$ cat src/rtl/keypad_scan_ctrl.sv
// 4x4 active-low keypad scanner: rotates rows, debounces a press, emits one strobe per press.
// Strobe arrives DB_CYCLES+1 clocks after the row-settle sample; rotation stalls until debounced release.
module keypad_scan_ctrl #(
  parameter int SCAN_TICKS = 27_000,
  parameter int DB_CYCLES  = 270_000
) (
  input  logic       clk,
  input  logic       n_reset,
  input  logic       scan_en,
  input  logic [3:0] cols_n,
  output logic [3:0] rows_n,
  output logic [3:0] key_code,
  output logic       key_valid,
  output logic       key_held,
  output logic       key_err
);

  localparam int MAXP = (SCAN_TICKS > DB_CYCLES) ? SCAN_TICKS : DB_CYCLES;
  localparam int CW   = $clog2(MAXP);
  localparam logic [CW-1:0] SCAN_LAST = CW'(SCAN_TICKS - 1);
  localparam logic [CW-1:0] DB_LAST   = CW'(DB_CYCLES - 1);

  typedef enum logic [1:0] {
    ST_SCAN = 2'd0,
    ST_DEB  = 2'd1,
    ST_EMIT = 2'd2,
    ST_REL  = 2'd3
  } state_t;

  logic [3:0]    r_sync1, r_cs, r_pat, r_rows_n, r_code;
  state_t        r_state;
  logic [1:0]    r_row;
  logic [CW-1:0] r_dwell, r_cnt;
  logic          r_valid, r_held, r_err;

  state_t        w_state_nxt;
  logic [1:0]    w_row_nxt, w_col;
  logic [CW-1:0] w_dwell_nxt, w_cnt_nxt;
  logic [3:0]    w_pat_nxt, w_code_nxt, w_rows_nxt;
  logic          w_valid_nxt, w_held_nxt, w_err_nxt, w_single;

  // Exactly one low column in the latched pattern identifies a single key.
  always_comb begin
    w_col    = 2'd0;
    w_single = 1'b0;
    case (r_pat)
      4'b1110: begin w_col = 2'd0; w_single = 1'b1; end
      4'b1101: begin w_col = 2'd1; w_single = 1'b1; end
      4'b1011: begin w_col = 2'd2; w_single = 1'b1; end
      4'b0111: begin w_col = 2'd3; w_single = 1'b1; end
      default: begin w_col = 2'd0; w_single = 1'b0; end
    endcase
  end

  always_comb begin
    w_state_nxt = r_state;
    w_row_nxt   = r_row;
    w_dwell_nxt = r_dwell;
    w_cnt_nxt   = r_cnt;
    w_pat_nxt   = r_pat;
    w_code_nxt  = r_code;
    w_valid_nxt = 1'b0;
    w_err_nxt   = 1'b0;
    w_held_nxt  = r_held;
    case (r_state)
      ST_SCAN: begin
        if (scan_en) begin
          if (r_dwell == SCAN_LAST) begin
            if (r_cs == 4'hF) begin
              w_row_nxt   = r_row + 2'd1;
              w_dwell_nxt = '0;
            end else begin
              w_pat_nxt   = r_cs;
              w_cnt_nxt   = '0;
              w_state_nxt = ST_DEB;
            end
          end else begin
            w_dwell_nxt = r_dwell + CW'(1);
          end
        end
      end
      ST_DEB: begin
        if (r_cs != r_pat) begin
          w_dwell_nxt = '0;
          w_state_nxt = ST_SCAN;
        end else if (r_cnt == DB_LAST) begin
          w_state_nxt = ST_EMIT;
        end else begin
          w_cnt_nxt = r_cnt + CW'(1);
        end
      end
      ST_EMIT: begin
        if (w_single) begin
          w_code_nxt  = {r_row, w_col};
          w_valid_nxt = 1'b1;
        end else begin
          w_err_nxt = 1'b1;
        end
        w_held_nxt  = 1'b1;
        w_cnt_nxt   = '0;
        w_state_nxt = ST_REL;
      end
      ST_REL: begin
        if (r_cs == 4'hF) begin
          if (r_cnt == DB_LAST) begin
            w_held_nxt  = 1'b0;
            w_row_nxt   = r_row + 2'd1;
            w_dwell_nxt = '0;
            w_state_nxt = ST_SCAN;
          end else begin
            w_cnt_nxt = r_cnt + CW'(1);
          end
        end else begin
          w_cnt_nxt = '0;
        end
      end
      default: begin
        w_state_nxt = ST_SCAN;
        w_row_nxt   = 2'd0;
        w_dwell_nxt = '0;
        w_cnt_nxt   = '0;
      end
    endcase
    w_rows_nxt = ~(4'b0001 << w_row_nxt);
  end

  // Synchroniser idles high to match the off-chip pull-ups.
  always_ff @(posedge clk or negedge n_reset) begin
    if (!n_reset) begin
      r_sync1  <= 4'hF;
      r_cs     <= 4'hF;
      r_state  <= ST_SCAN;
      r_row    <= 2'd0;
      r_dwell  <= '0;
      r_cnt    <= '0;
      r_pat    <= 4'hF;
      r_rows_n <= 4'b1110;
      r_code   <= 4'h0;
      r_valid  <= 1'b0;
      r_held   <= 1'b0;
      r_err    <= 1'b0;
    end else begin
      r_sync1  <= cols_n;
      r_cs     <= r_sync1;
      r_state  <= w_state_nxt;
      r_row    <= w_row_nxt;
      r_dwell  <= w_dwell_nxt;
      r_cnt    <= w_cnt_nxt;
      r_pat    <= w_pat_nxt;
      r_rows_n <= w_rows_nxt;
      r_code   <= w_code_nxt;
      r_valid  <= w_valid_nxt;
      r_held   <= w_held_nxt;
      r_err    <= w_err_nxt;
    end
  end

  assign rows_n    = r_rows_n;
  assign key_code  = r_code;
  assign key_valid = r_valid;
  assign key_held  = r_held;
  assign key_err   = r_err;

endmodule

$ cat config.mk
export PLATFORM = sky130hd
export DESIGN_NAME = keypad_scan_ctrl
export DESIGN_NICKNAME = d
export VERILOG_FILES = /design/src/rtl/keypad_scan_ctrl.sv
export SDC_FILE = /design/constraint.sdc
export NUM_CORES = 1
export LEC_CHECK = 0
export BUFFER_PORTS_ARGS = -buffer_cell sky130_fd_sc_hd__buf_2
export CELL_PAD_IN_SITES_DETAIL_PLACEMENT = 2
export CELL_PAD_IN_SITES_GLOBAL_PLACEMENT = 2
export CORE_MARGIN = 3
export CORE_UTILIZATION = 35
export DETAILED_ROUTE_END_ITERATION = 6
export GPL_TIMING_DRIVEN = 0
export HOLD_SLACK_MARGIN = 0.06
export PLACE_DENSITY = 0.74
export RECOVER_POWER = 100
export SLEW_MARGIN = 20
export SYNTH_ARGS = -nofsm -noshare
export SYNTH_HDL_FRONTEND = slang
export SYNTH_SLANG_ARGS = --single-unit
$ cat constraint.sdc
create_clock -name clk -period 4.7 [get_ports clk]
set_clock_uncertainty 0.15 [all_clocks]
set_input_delay 0.94 -clock clk [delete_from_list [all_inputs] [get_ports clk]]
set_output_delay 0.94 -clock clk [all_outputs]
set_load 0.05 [all_outputs]
# Word level (Yosys, flattened, before mapping)
# Index checks and enable logic that the tools add are counted.
# totals
input_bits,7
regBits,65
elab_cells,85
# op_classes
n_mux,37
shifts,1
bitwise,2
eq_ne,20
n_reduce_logical,10
addsub,3
# ops
op,n
19-bit two-way mux,12
19-bit one-hot mux with 4 select lines,1
19-bit one-hot mux with 3 select lines,1
19-bit by 1-bit adder with 19-bit output (second input constant),2
2-bit two-way mux,12
19-bit by 15-bit == test with 1-bit output (second input constant),1
19-bit == test (second input constant),1
4-bit == test (second input constant),4
2-bit != test (second input constant),7
6-bit AND reduction,2
2-bit one-hot mux with 4 select lines,1
4-bit AND reduction,2
1-bit two-way mux,7
3-bit != test (second input constant),2
2-bit one-hot mux with 3 select lines,1
2-bit == test (second input constant),2
4-bit by 3-bit == test with 1-bit output (second input constant),1
4-bit != test,1
4-bit NOT,1
2-bit one-hot mux with 2 select lines,1
4-bit OR reduction,1
1-bit by 2-bit << shifter with 4-bit output (first input constant),1
3-bit AND reduction,1
3-bit nonzero test,1
7 further kinds,7

# Longest topological paths before layout
# depth
ltp_word,7
ltp_mapped,9
mapped_depth_nobuf,8

# Least setup slack after synthesis
# No wires, ideal clock.
# synth_timing
kind,register to register
from,reg r_pat[3]
to,reg r_cnt[15]
path_buffers,1
setup_time_ns,0.078
synth_period_minus_slack_ns,2.558
path_slack_ns,2.142
arrival_ns,2.331
path_stages_with_launch,8
path_cell_list,dfstp_2 clkbuf_1 xnor2_1 a41oi_1 a21oi_1 nand2_1 or3_1 a21oi_1
# synth_between
elab_chain_cells,3
# synth_rtl
element,line_no,source
start: declaration,30,"logic [3:0] r_sync1, r_cs, r_pat, r_rows_n, r_code;"
start signal: assignment,149,r_pat <= w_pat_nxt;
4-bit != test,83,if (r_cs != r_pat) begin
2-bit != test (no source line),n/a,
4-bit AND reduction (no source line),n/a,
end signal: assignment,148,r_cnt <= w_cnt_nxt;
end: declaration,33,"logic [CW-1:0] r_dwell, r_cnt;"
# No other way between the ends.
# A chain may end at the register's enable or synchronous reset.

# Worst setup path in the final report
# layout_timing
from,reg r_dwell[0]
to,reg r_cnt[17]
# layout_between
elab_chain_cells,3
# layout_rtl
element,line_no,source
start: declaration,33,
start signal: assignment,147,r_dwell <= w_dwell_nxt;
19-bit by 15-bit == test with 1-bit output,68,if (r_dwell == SCAN_LAST) begin
2-bit != test (no source line),n/a,
4-bit AND reduction (no source line),n/a,
# No other way between the ends.

==> results.txt <==
- Detailed placement ended at an HPWL of 7510 um.
- Skew-Pair Late Insertion Delay: 0.36 ns
* Routed length per placed instance: 18.4 um
- In this run the power density over the cells is 270 nW/um2.
- The share of the Yosys chip area taken by registers is 46.5%.
* Crit path kind: register to register
- The number of endpoints with negative hold slack in the final report is 0.
- Worst-Margin Slew: 1.83 ns
* Chip height: 107 um
* TritonCTS clock tree: built
- Count of hold-fix buffers inserted at cts: 0
* Number of different library cells in the post-synthesis netlist: 53
- The floorplan has 36 rows.
- Once routing completed, OpenROAD measured the worst setup slack at 1.13 ns.
- Top cells by area, synth: dfrtp_1 35%, dfstp_2 11%, nor2_1 4.0%
- Number of placed instances, taps included: 535
- Warnings from Yosys: 0
- The worst setup path is captured at a register.
- For this run, the post-layout net count is 427.
- Per report_power, the clock group accounts for 45.0% of the total.
* Ratio of final minimum period to clock period: 76.0%
- FF-to-FF Start: r_dwell[0]
- Final Hold Slack: 0.207 ns
- After synthesis the cells add up to 3540 um2.
- Clock root buffer: clkbuf_8
- Category of the worst setup path launch point: register
* Worst reg-to-reg path cell count: 8
- For this run, asynchronously set or reset flops after synthesis account for 100%.
- Maximum number of buffers from clock root to sink: 2
* Remaining DRCs: 0
- Result of the run: finished, violations left
* Port Buffer Count: 17
- Internal power comes to 0.825 mW.
- For the worst setup path, the data arrival time is 3.66 ns.
- Min-delay worst type: register to register
- Number of iterations in the first detailed-routing pass: 4
- Measured along the x axis, the die boundary spans 107 um.
- Setup repair after global routing left no endpoint under its margin.
- Remaining antenna violation count after routing: 0
- Worst reg2reg path endpoint: r_cnt[17]
* Library cell with the largest summed area after synthesis: dfrtp_1
- The repair_antennas step left the layout with diodes totalling 0.
- Across the run, the number of max-cap violations was 1.
- Critical path data required time: 4.79 ns
* Vias: 3138
- Max-slew violation count: 32
* Number of antenna violations at the first check in global routing: 0
* Top-Level Pins: 18
- VDD sags by at most 0.000137 V.
- The clock drives 65 sinks.
- Of the post-synthesis cell area, the dominant cell type holds 35.3%.
* Total detailed-routing wirelength: 10100 um
* Hold Crit Start: r_sync1[1]
* Min Clock Period, post-route: 3.57 ns
- Along the worst hold path, the cell count comes to 0.
* Pleak: 1.56 nW
- Worst slew margin relative to its limit: -21.8%
* Final setup violation count: 0
* Reg2reg setup slack: 1.13 ns
- Timing would allow up to 280 MHz.
* End point of the most critical hold path: r_cs[1]
- Area of the die: 11400 um2
* Clock buffers created by TritonCTS: 9
* Final core utilization: 40.6%
- Top cells by count, synth: 50 x dfrtp_1, 38 x nor2_1, 33 x nand2_1, 28 x nand3_1, 21 x o21ai_1
* Avg Inst Size Synth: 9.22 um2
* Top FF cell, synth: dfrtp_1
* EDFF count, synth: 0
* Placeable core area: 9820 um2
- The cell count after synthesis came out at 384.
* Net count after synthesis: 398
- Fill cell total of the finished layout: 1141
* Global-route wire length before repair: 17600 um
* # Post-CTS Setup Buffers: 0
* First-iteration detailed-routing DRC count: 79
- Of the cells placed in the final design, the portion with a size suffix greater than 1 is 10.0%.
- Area added between synthesis and finish: 12.6%
* Relative contribution of sequential cells to total power: 52.9%
- Clock-pin slew of the registers on the worst-case setup and hold paths: 0.07 ns
- The H-tree was split into 3 levels.
- Number of instances resized during post-cts repair: 0
- Cell Count, Final, Fillers Out: 551
- Largest net degree at the start of global routing: 35
- Setup slack at placement: 1.40 ns
- Most numerous cell in the Yosys netlist: dfrtp_1
- Of the total power, combinational logic draws 2.1%.
- After routing, the total negative slack on setup checks comes to 0 ns.
* RD Place Congestion: 0.750
* Crit-path max FO: 10
- After synthesis the netlist holds a flip-flop and latch count of 65.
* Via count of the first global-routing pass: 3456
- Aggregate global-route resource usage: 19.6%
- In this run switching power makes up 23.2% of total power.
* Net switching power: 0.250 mW
* Failing checks: capacitance limit, slew limit
- In the routed layout, each cell is associated on average with a via count of 5.70.
- Residual overflow from global routing: 0
- The initial utilization of the core area, before any placement, comes to 36.1%.
-- placed cells by master, fill, tap and decap left out, types with 4 or more instances in the layout --
cell | netlist | layout
buf_2 | 2 | 5
clkbuf_1 | 14 | 30
nor4_1 | 6 | 6
o21ai_1 | 21 | 9
nand2_1 | 33 | 33
a21oi_1 | 17 | 17
ha_1 | 7 | 7
nor3_1 | 11 | 11
o21ai_0 | 10 | 23
nand4_1 | 16 | 16
nor2_1 | 38 | 38
a31oi_1 | 5 | 5
dfrtp_1 | 50 | 50
inv_1 | 10 | 10
clkbuf_8 | 0 | 9
and2_0 | 4 | 7
nand3_1 | 28 | 28
mux2_1 | 4 | 4
and4_1 | 5 | 5
and3_1 | 6 | 6
xor2_1 | 9 | 9
o31ai_1 | 10 | 10
xnor2_1 | 8 | 8
or3_1 | 5 | 5
dfstp_2 | 15 | 15
-- cell type report --
cell class | count | area [um2] | area share, %
Clock buffer | 12 | 178 | 4.46
Clock inverter | 4 | 22.5 | 0.565
Inverter | 10 | 37.5 | 0.941
Sequential cell | 65 | 1650 | 41.3
Buffer | 17 | 63.8 | 1.60
Tap cell | 133 | 166 | 4.17
Timing Repair Buffer | 18 | 90.1 | 2.26
Multi-Input combinational cell | 292 | 1780 | 44.7
-- sequential cells by signal (all words and copies together), names as in the netlist, 2 cells and up, named ones only --
register and flops:
r_cs 4, key_code 4, r_sync1 4, r_pat 4, rows_n 4, r_row 2
r_cnt 19, r_dwell 19
-- per-layer routing --
layer / GRT usage [%] / share of wire [%] / up-vias
li1: - / - / 1467
met1: 25.7 / 47 / 1639
met2: 33.1 / 50 / 21
met3: 2.77 / 1.8 / 11
met4: 7.12 / 1.7 / 0
met5: 0 / 0 / -
-- logic make-up after synthesis --
kind of cell             share of synthesized area, %
AO/OA/AOI/OAI                                    15.8
adder cells (fa/ha/maj)                          2.47
XOR/XNOR                                         4.21
flip-flops                                       46.5
AND/OR/NAND/NOR                                  25.4
multiplexers                                     2.76
buffers and inverters                            2.93
-- worst max path at each step --
stage / startpoint / end / slack [ns] / cells past startpoint
after floorplan: r_pat[3] / r_cnt[15] / 2.14 / 7
after global placement: r_pat[2] / r_cnt[15] / 1.52 / 7
after detailed placement: r_pat[2] / r_cnt[15] / 1.40 / 7
after CTS: r_pat[3] / r_cnt[15] / 1.35 / 7
after global routing: r_dwell[0] / r_cnt[17] / 0.77 / 8
final: r_dwell[0] / r_cnt[17] / 1.13 / 8
-- critical path, stage by stage, from the launching register on --
cell and delay (ns):
dfrtp_1 0.41, ha_1 0.31, nand4_1 0.21, or4_1 0.59, o21ai_0 0.68, clkbuf_1 0.49
o21ai_0 0.30, o21ai_0 0.22, o31ai_1 0.09
-- per-stage QoR --
step	power (mW)	cell area (um2)
6_report	1.08	3990
5_1_grt	1.12	3990
4_1_cts	1.10	4020
3_5_place_dp	0.604	3810
3_3_place_gp	0.601	3790
2_1_floorplan	0.584	3540
-- power by group through the flow --
stage               clock network [mW]  logic (mW)  registers [mW]
finish                           0.483      0.0228           0.569
detailed placement                   0      0.0248           0.580
CTS                              0.501      0.0249           0.569
floorplan                            0     0.00560           0.578
global placement                     0      0.0215           0.579
global route                     0.524      0.0268           0.570
Power figures use the tool's default switching activity.
